<file path="src/rtl/mux16_rr_arbiter.sv">
// rtl/mux16_rr_arbiter.sv - round-robin arbiter driving a shared 16-bit 4:1 mux onto a registered bus
//
// mux16_4x1 : combinational 16-bit 4:1 word mux
//   sel             select index
//   i0..i3          candidate words
//   y               selected word
//
// mux16_rr_arbiter : four-requester round-robin arbiter with registered bus
//   clk             rising-edge clock
//   rst             asynchronous active-high reset
//   req[3:0]        request per source
//   I0..I3          source words, only observed through the internal mux
//   grant[3:0]      registered one-hot grant, 0000 when idle
//   A1, A0          registered mux select, index of the granted source
//   Q[15:0]         registered shared-bus word
//   valid           Q was captured on the last edge

module mux16_4x1 (
    input  logic [1:0]  sel,
    input  logic [15:0] i0,
    input  logic [15:0] i1,
    input  logic [15:0] i2,
    input  logic [15:0] i3,
    output logic [15:0] y
);
    always_comb begin
        y = i0;
        case (sel)
            2'd0: y = i0;
            2'd1: y = i1;
            2'd2: y = i2;
            2'd3: y = i3;
            default: y = i0;
        endcase
    end
endmodule

module mux16_rr_arbiter #(
    parameter int MAX_HOLD = 4,
    parameter int HOLD_W   = 8
) (
    input  logic        clk,
    input  logic        rst,
    input  logic [3:0]  req,
    input  logic [15:0] I0,
    input  logic [15:0] I1,
    input  logic [15:0] I2,
    input  logic [15:0] I3,
    output logic [3:0]  grant,
    output logic        A0,
    output logic        A1,
    output logic [15:0] Q,
    output logic        valid
);
    localparam logic [HOLD_W-1:0] HOLD_LAST = HOLD_W'(MAX_HOLD - 1);

    logic [3:0]        r_grant;
    logic [1:0]        r_sel;
    logic [15:0]       r_q;
    logic              r_valid;
    logic [HOLD_W-1:0] r_hold;
    logic [1:0]        r_last;

    logic [3:0]        w_nxt_grant;
    logic [1:0]        w_nxt_sel;
    logic [HOLD_W-1:0] w_nxt_hold;
    logic [1:0]        w_nxt_last;

    logic              w_own;
    logic              w_cur_req;
    logic [1:0]        w_start;
    logic [3:0]        w_cand;
    logic              w_found;
    logic [1:0]        w_idx;
    logic [15:0]       w_mux_y;
    logic              w_capture;

    // The mux is steered by the registered select, so Q never sees a
    // combinational path from req.
    mux16_4x1 u_mux (
        .sel (r_sel),
        .i0  (I0),
        .i1  (I1),
        .i2  (I2),
        .i3  (I3),
        .y   (w_mux_y)
    );

    assign w_own     = |r_grant;
    assign w_cur_req = req[r_sel];

    // While owning, the current owner is masked out so the same search
    // serves both the forced handoff (owner still requesting) and the
    // release case (owner's req already low). When idle the search resumes
    // after the last owner.
    assign w_start = w_own ? (r_sel + 2'd1) : (r_last + 2'd1);
    assign w_cand  = w_own ? (req & ~(4'b0001 << r_sel)) : req;

    always_comb begin : rr_search
        logic [1:0] v_probe;
        w_found = 1'b0;
        w_idx   = 2'd0;
        v_probe = 2'd0;
        for (int i = 0; i < 4; i++) begin
            v_probe = w_start + 2'(i);
            if (!w_found && w_cand[v_probe]) begin
                w_found = 1'b1;
                w_idx   = v_probe;
            end
        end
    end

    // State register: grant/select/hold/last_ptr; IDLE vs OWN is grant==0.
    always_ff @(posedge clk or posedge rst) begin
        if (rst) begin
            r_grant <= 4'b0000;
            r_sel   <= 2'd0;
            r_hold  <= '0;
            r_last  <= 2'd3;
        end else begin
            r_grant <= w_nxt_grant;
            r_sel   <= w_nxt_sel;
            r_hold  <= w_nxt_hold;
            r_last  <= w_nxt_last;
        end
    end

    // Next-state decision.
    always_comb begin
        w_nxt_grant = r_grant;
        w_nxt_sel   = r_sel;
        w_nxt_hold  = '0;
        w_nxt_last  = r_last;
        if (w_own) begin
            if (w_cur_req && (r_hold < HOLD_LAST)) begin
                w_nxt_hold = r_hold + HOLD_W'(1);
            end else if (w_cur_req && !w_found) begin
                // Hold budget spent but nobody is waiting: keep the bus and
                // restart the budget.
                w_nxt_hold = '0;
            end else begin
                w_nxt_last = r_sel;
                if (w_found) begin
                    w_nxt_grant = 4'b0001 << w_idx;
                    w_nxt_sel   = w_idx;
                end else begin
                    // Go idle; the select keeps pointing at the old owner.
                    w_nxt_grant = 4'b0000;
                end
            end
        end else if (w_found) begin
            w_nxt_grant = 4'b0001 << w_idx;
            w_nxt_sel   = w_idx;
        end
    end

    // Output decision: capture only while the owner still requests.
    assign w_capture = |(r_grant & req);

    always_ff @(posedge clk or posedge rst) begin
        if (rst) begin
            r_q     <= 16'h0000;
            r_valid <= 1'b0;
        end else begin
            r_valid <= w_capture;
            if (w_capture) begin
                r_q <= w_mux_y;
            end
        end
    end

    assign grant = r_grant;
    assign A0    = r_sel[0];
    assign A1    = r_sel[1];
    assign Q     = r_q;
    assign valid = r_valid;
endmodule
</file>
<file path="config.mk">
export PLATFORM = sky130hd
export DESIGN_NAME = mux16_rr_arbiter
export DESIGN_NICKNAME = d
export VERILOG_FILES = /design/src/rtl/mux16_rr_arbiter.sv
export SDC_FILE = /design/constraint.sdc
export NUM_CORES = 1
export LEC_CHECK = 0
export BUFFER_PORTS_ARGS = -buffer_cell sky130_fd_sc_hd__buf_2
export CORE_ASPECT_RATIO = 1.1
export CORE_MARGIN = 3
export CORE_UTILIZATION = 49
export CTS_BUF_LIST = sky130_fd_sc_hd__clkbuf_2 sky130_fd_sc_hd__clkbuf_4 sky130_fd_sc_hd__clkbuf_8
export CTS_CLUSTER_SIZE = 40
export DETAILED_ROUTE_END_ITERATION = 8
export PLACE_DENSITY = 0.83
export SLEW_MARGIN = 20
export SYNTH_ARGS = -nofsm -noshare
export SYNTH_HDL_FRONTEND = slang
export SYNTH_SLANG_ARGS = --single-unit
</file>
<file path="constraint.sdc">
create_clock -name clk -period 2.8 [get_ports clk]
set_clock_uncertainty 0.2 [all_clocks]
set_input_delay 0.28 -clock clk [delete_from_list [all_inputs] [get_ports clk]]
set_output_delay 0.28 -clock clk [all_outputs]
set_load 0.02 [all_outputs]
</file>
# Word level (Yosys, flattened, before mapping)
# Index checks and enable logic that the tools add are counted.
dict set report classes {
  add_sub_neg 6
  multipliers 0
  n_div 0
  magnitude_cmp 6
  eq_ne 5
  shift 2
  n_mux 32
  bitwise_logic 5
  n_reduce_logical 16
}
# cell n
set op_table {}
lappend op_table {{$pmux 16 s4} 1}
lappend op_table {{$mux 4} 6}
lappend op_table {{$mux 2} 9}
lappend op_table {{$mux 8} 2}
lappend op_table {{$lt 2x3->1 const B} 5}
lappend op_table {{$bmux 1 s2} 5}
lappend op_table {{$mux 1} 9}
lappend op_table {{$add 8x1->8 const B} 1}
lappend op_table {{$and 4x4->4} 2}
lappend op_table {{$lt 8x2->1 const B} 1}
lappend op_table {{$reduce_or 4->1} 2}
lappend op_table {{$shl 1x2->4 const A} 2}
lappend op_table {{$add 2x1->2 const B} 3}
lappend op_table {{$reduce_and 3->1} 2}
lappend op_table {{$logic_and 1x1->1} 5}
lappend op_table {{$add 2x2->2 const B} 2}
lappend op_table {{$eq 2x2->1 const B} 2}
lappend op_table {{$logic_not 1->1} 4}
lappend op_table {{$ne 2x2->1 const B} 2}
lappend op_table {{$not 4->4} 1}
lappend op_table {{$eq 2x1->1 const B} 1}
lappend op_table {{$logic_not 2->1} 1}
lappend op_table {{$not 1->1} 2}
lappend op_table {{$reduce_and 2->1} 1}
lappend op_table {{$reduce_bool 2->1} 1}
dict set report word_totals {
  regBits 33
  latch_bits 0
  mem_bits_rw 0
  mem_bits_ro 0
  in_bits 70
  output_inout_bits 23
  elab_cells 78
  memories 0
}

# Longest topological paths before layout
dict set report logic_depth {
  word_depth 21
  ltp_mapped 7
  mapped_depth_nobuf 6
}

# Hierarchy
# A second synthesis with hierarchy kept.
dict set report unflattened {
  hier_cells 149
  area_unflattened_um2 2048.2
}
# module n_inst cells_per_inst area_each_um2 seq_area_each_um2
set by_module_without_submodules {}
lappend by_module_without_submodules {mux16_rr_arbiter 1 129 1624.1 828.3}
lappend by_module_without_submodules {mux16_4x1 1 20 424.2 0.0}

# Worst setup path after synthesis
# OpenSTA, ideal clock, no wires.
dict set report synth_timing {
  kind {register to register}
  start {register r_grant[0], in the netlist grant[0]}
  end {register r_grant[1], in the netlist grant[1]}
  setup_time_ns 0.121
  arrival_ns 2.045
  required_time_ns 2.479
  path_slack_ns 0.434
  stages_incl_launch_ff 7
  path_buffers 0
  synth_period_minus_slack_ns 2.366
  path_cell_list {dfrtp_1 -> nor4_2 -> mux2_4 -> mux2_4 -> a32oi_1 -> nor2_1 -> a22o_1}
}
dict set report synth_between {
  elab_chain_len 19
  word_cells_on_any_way 40
  cone_classes {add/sub: 3; eq/ne: 2; shift: 1; mux: 23; reduce/logical: 11}
}
# element line_no
set synth_lines {}
lappend synth_lines {{start: declaration} 57} ;# logic [3:0] r_grant;
lappend synth_lines {{start signal: assignment} 121} ;# r_grant <= w_nxt_grant;
lappend synth_lines {{$reduce_or 4->1 *} 89} ;# assign w_own = |r_grant;
lappend synth_lines {{parallel branches: the longest is 18 deep, another holds $add 2x1->2} -}
# Every way passes the cells marked *. The select of a mux whose other input is x is not followed.
# A chain may end at the register's enable or synchronous reset.

# Worst setup path after layout
# Ends and elaborated chain as after synthesis.

==> flow_summary.toml <==
[setup_path]
worstReg2RegEnd = "grant[1]$_DFFE_PP0P_"
setup.worst_path.start_class = "flip-flop"
reg2reg_depth = 6
slowest_stage = "dfrtp_1"
critPathMostFrequentCell = "mux2_4"
worstPathRequired_ns = 2.78
critPathMaxFanout = 7
regToRegSetupSlack_ns = 0.30
crit_chain = "nor4_2, mux2_4, mux2_4, a32oi_1, nor2_1, a22o_1"
critical_path.top_delay_family = "multiplexers"
slowest_delay_ns = 0.42
cp-end-kind = "flip-flop"
path_buf_inv = 0
timing.rr.start = "grant[0]$_DFFE_PP0P_"
crit_type = "reg -> reg"
critPathArrivalTime_ns = 2.48

[clock_tree]
cts_tree = "yes"
clk_pin_slew_ns = 0.07
clock-sinks = 33
clockRootBuffer = "clkbuf_8"
cts_resized = 0
cts_hold_buf = 1
clockBufferDepth = 2
cts_setup_buffers = 0
ctsHtreeMaxLevel = 2
clk_latency_ns = 0.28
cts_inserted_buffers = 5

[synth]
ys.flop_type = "dfrtp_1"
ys_types = 48
synth_area_leader_cell = "dfrtp_1"
ys_ff_latch = 33
synth_edf_count = 0
synthCells = 157
avgSynthCellArea_um2 = 13.03
synth_top_area_share_pct = 37.92
yosysSeqAreaShare_pct = 40.49
yosys-top-cells-area = "dfrtp_1 (38%), mux4_2 (19%), mux2_2 (11%), dfstp_2 (2.6%), mux2i_1 (2.4%)"
async_reset_ff_share_pct = 100.0
netlist_area_um2 = 2046
synth_warnings = 0

[die]
design.core.area_um2 = 3994
start_util_pct = 51.22
fp.dieW_um = 67.61
rows = 24
ioPinCount = 93
die-height_um = 73.77
dieArea_um2 = 4987

[timing]
tns_ns = 0
timing.final.crit_period_ns = 2.503
relSlewSlack_pct = 51.15
worst_pin_slew_ns = 0.7311
rsz0062_at_grt = "no"
finalHoldViolations = 0
period_share_pct = 89.38
drv_slew = 0
setup_viol_count_final = 0
max_freq_mhz = 399.6

[routing]
firstDrtPassIters = 4
drt-initial-drc-count = 97
vias_per_cell = 5.526
wl_per_cell_um = 16.76
vias = 1702
finalWirelength_mm = 5.162
drc = 0
ant_nets = 0

[finish]
n_antenna_cell = 0
final_cell_mix = "buf_2 (92), dfrtp_1 (31), mux2_2 (20)"
drive_gt1_share_pct = 60.55
nFillCells = 312
area_delta_synth_final_pct = 29.60
final_common_cell = "buf_2"
final_nets = 326
utilization_pct = 66.38

[pwr]
power.density_cell_area_nw_per_um2 = 1151
p_leak_nw = 1.229
ir_drop_v = 0.0005381

[place]
dpl.hpwl_mm = 3.990
port_buffers = 92
place_congestion = 0.8732

[grt]
track_usage_pct = 21.24
grt_pass1_vias = 1634
overflow = 0
grt_max_degree = 34
antenna_found_initial = 0
grt_pass1_wl_mm = 7.797

[hold_path]
min_to = "r_hold[0]$_DFF_PP0_"
min_path_type = "reg -> reg"
hold_path_depth = 1
hp-start = "r_hold[0]$_DFF_PP0_"

[outcome]
status = "completed"

[job]
maxCapViolCount = 0
## power by group
| part | internal [mW] | leakage [nW] | total (mW) | switching, mW |
|---|---|---|---|---|
| combinational | 0.889 | 0.792 | 1.86 | 0.969 |
| sequential | 0.685 | 0.393 | 0.844 | 0.159 |
| clock | 0.171 | 0.0439 | 0.350 | 0.179 |
## sequential cells by signal, indices dropped and copies added, names as in the netlist
signal / count
valid: 1
r_sel: 2
grant: 4
Q: 16
r_last: 2
r_hold: 8
## stage by stage
| step | instances | setup slack, ns | cell area [um2] | hold WS, ns | power (mW) |
|---|---|---|---|---|---|
| finish | 308 | 0.2974 | 2651 | 0.2371 | 3.052 |
| global route | 308 | 0.2039 | 2651 | 0.2368 | 3.252 |
| CTS | 308 | 0.3133 | 2651 | 0.2301 | 3.065 |
| detailed placement | 299 | 0.3499 | 2555 | 0.1855 | 2.700 |
| global placement | 299 | 0.4241 | 2555 | 0.1825 | 2.650 |
| floorplan | 162 | 0.4344 | 2064 | 0.2074 | 2.273 |
## synthesized netlist by cell type, drive strengths merged, types with 2 or more instances
| master | count |
|---|---|
| mux2 | 24 |
| dfstp | 2 |
| mux2i | 5 |
| nand2 | 8 |
| buf | 10 |
| a31oi | 2 |
| a211oi | 2 |
| clkbuf | 2 |
| o21ai | 4 |
| mux4 | 17 |
| and2 | 2 |
| nor4 | 3 |
| nand3 | 3 |
| nor3 | 4 |
| inv | 3 |
| a22oi | 2 |
| a32oi | 2 |
| dfrtp | 31 |
| nor2 | 9 |
| a21oi | 4 |
| o31ai | 2 |
## logic make-up after synthesis
logic type | Yosys count | share of synthesized area [%]
DFF | 33 | 40.49
buffers and inverters | 15 | 4.098
other | 1 | 0.1833
AOI/OAI and AO/OA | 27 | 10.70
muxes | 46 | 34.74
and+or+nand+nor | 34 | 9.175
adders and majority gates | 1 | 0.6115
## cell type report
class / instances / area [um2] / share of cell area [%]
Inverter: 3 / 11.26 / 0.4247
Clock buffer: 5 / 68.82 / 2.596
Multi-Input combinational cell: 114 / 1152 / 43.46
Clock inverter: 3 / 17.52 / 0.6607
Tap cell: 52 / 65.06 / 2.454
Sequential cell: 33 / 828.3 / 31.24
Timing Repair Buffer: 98 / 508.0 / 19.16
## metal layers
| layer | up-vias | global-route usage (%) | part of all wire [%] |
|---|---|---|---|
| met3 | 9 | 4.740 | 4.8 |
| met4 | 0 | 6.982 | 1.5 |
| met1 | 838 | 26.41 | 38 |
| li1 | 803 | - | - |
| met2 | 52 | 36.22 | 55 |
| met5 | - | 0 | 0 |
## worst max-delay path by stage
stage | from | endpoint | slack (ns) | depth (start not counted)
after floorplan | grant[0]$_DFFE_PP0P_ | grant[1]$_DFFE_PP0P_ | 0.43 | 6
after global placement | grant[0]$_DFFE_PP0P_ | grant[1]$_DFFE_PP0P_ | 0.42 | 6
after detailed placement | grant[0]$_DFFE_PP0P_ | grant[1]$_DFFE_PP0P_ | 0.35 | 6
after CTS | grant[0]$_DFFE_PP0P_ | grant[1]$_DFFE_PP0P_ | 0.31 | 6
after global routing | grant[0]$_DFFE_PP0P_ | grant[1]$_DFFE_PP0P_ | 0.20 | 6
final | grant[0]$_DFFE_PP0P_ | grant[1]$_DFFE_PP0P_ | 0.30 | 6
(Power assumes the default switching activity.)
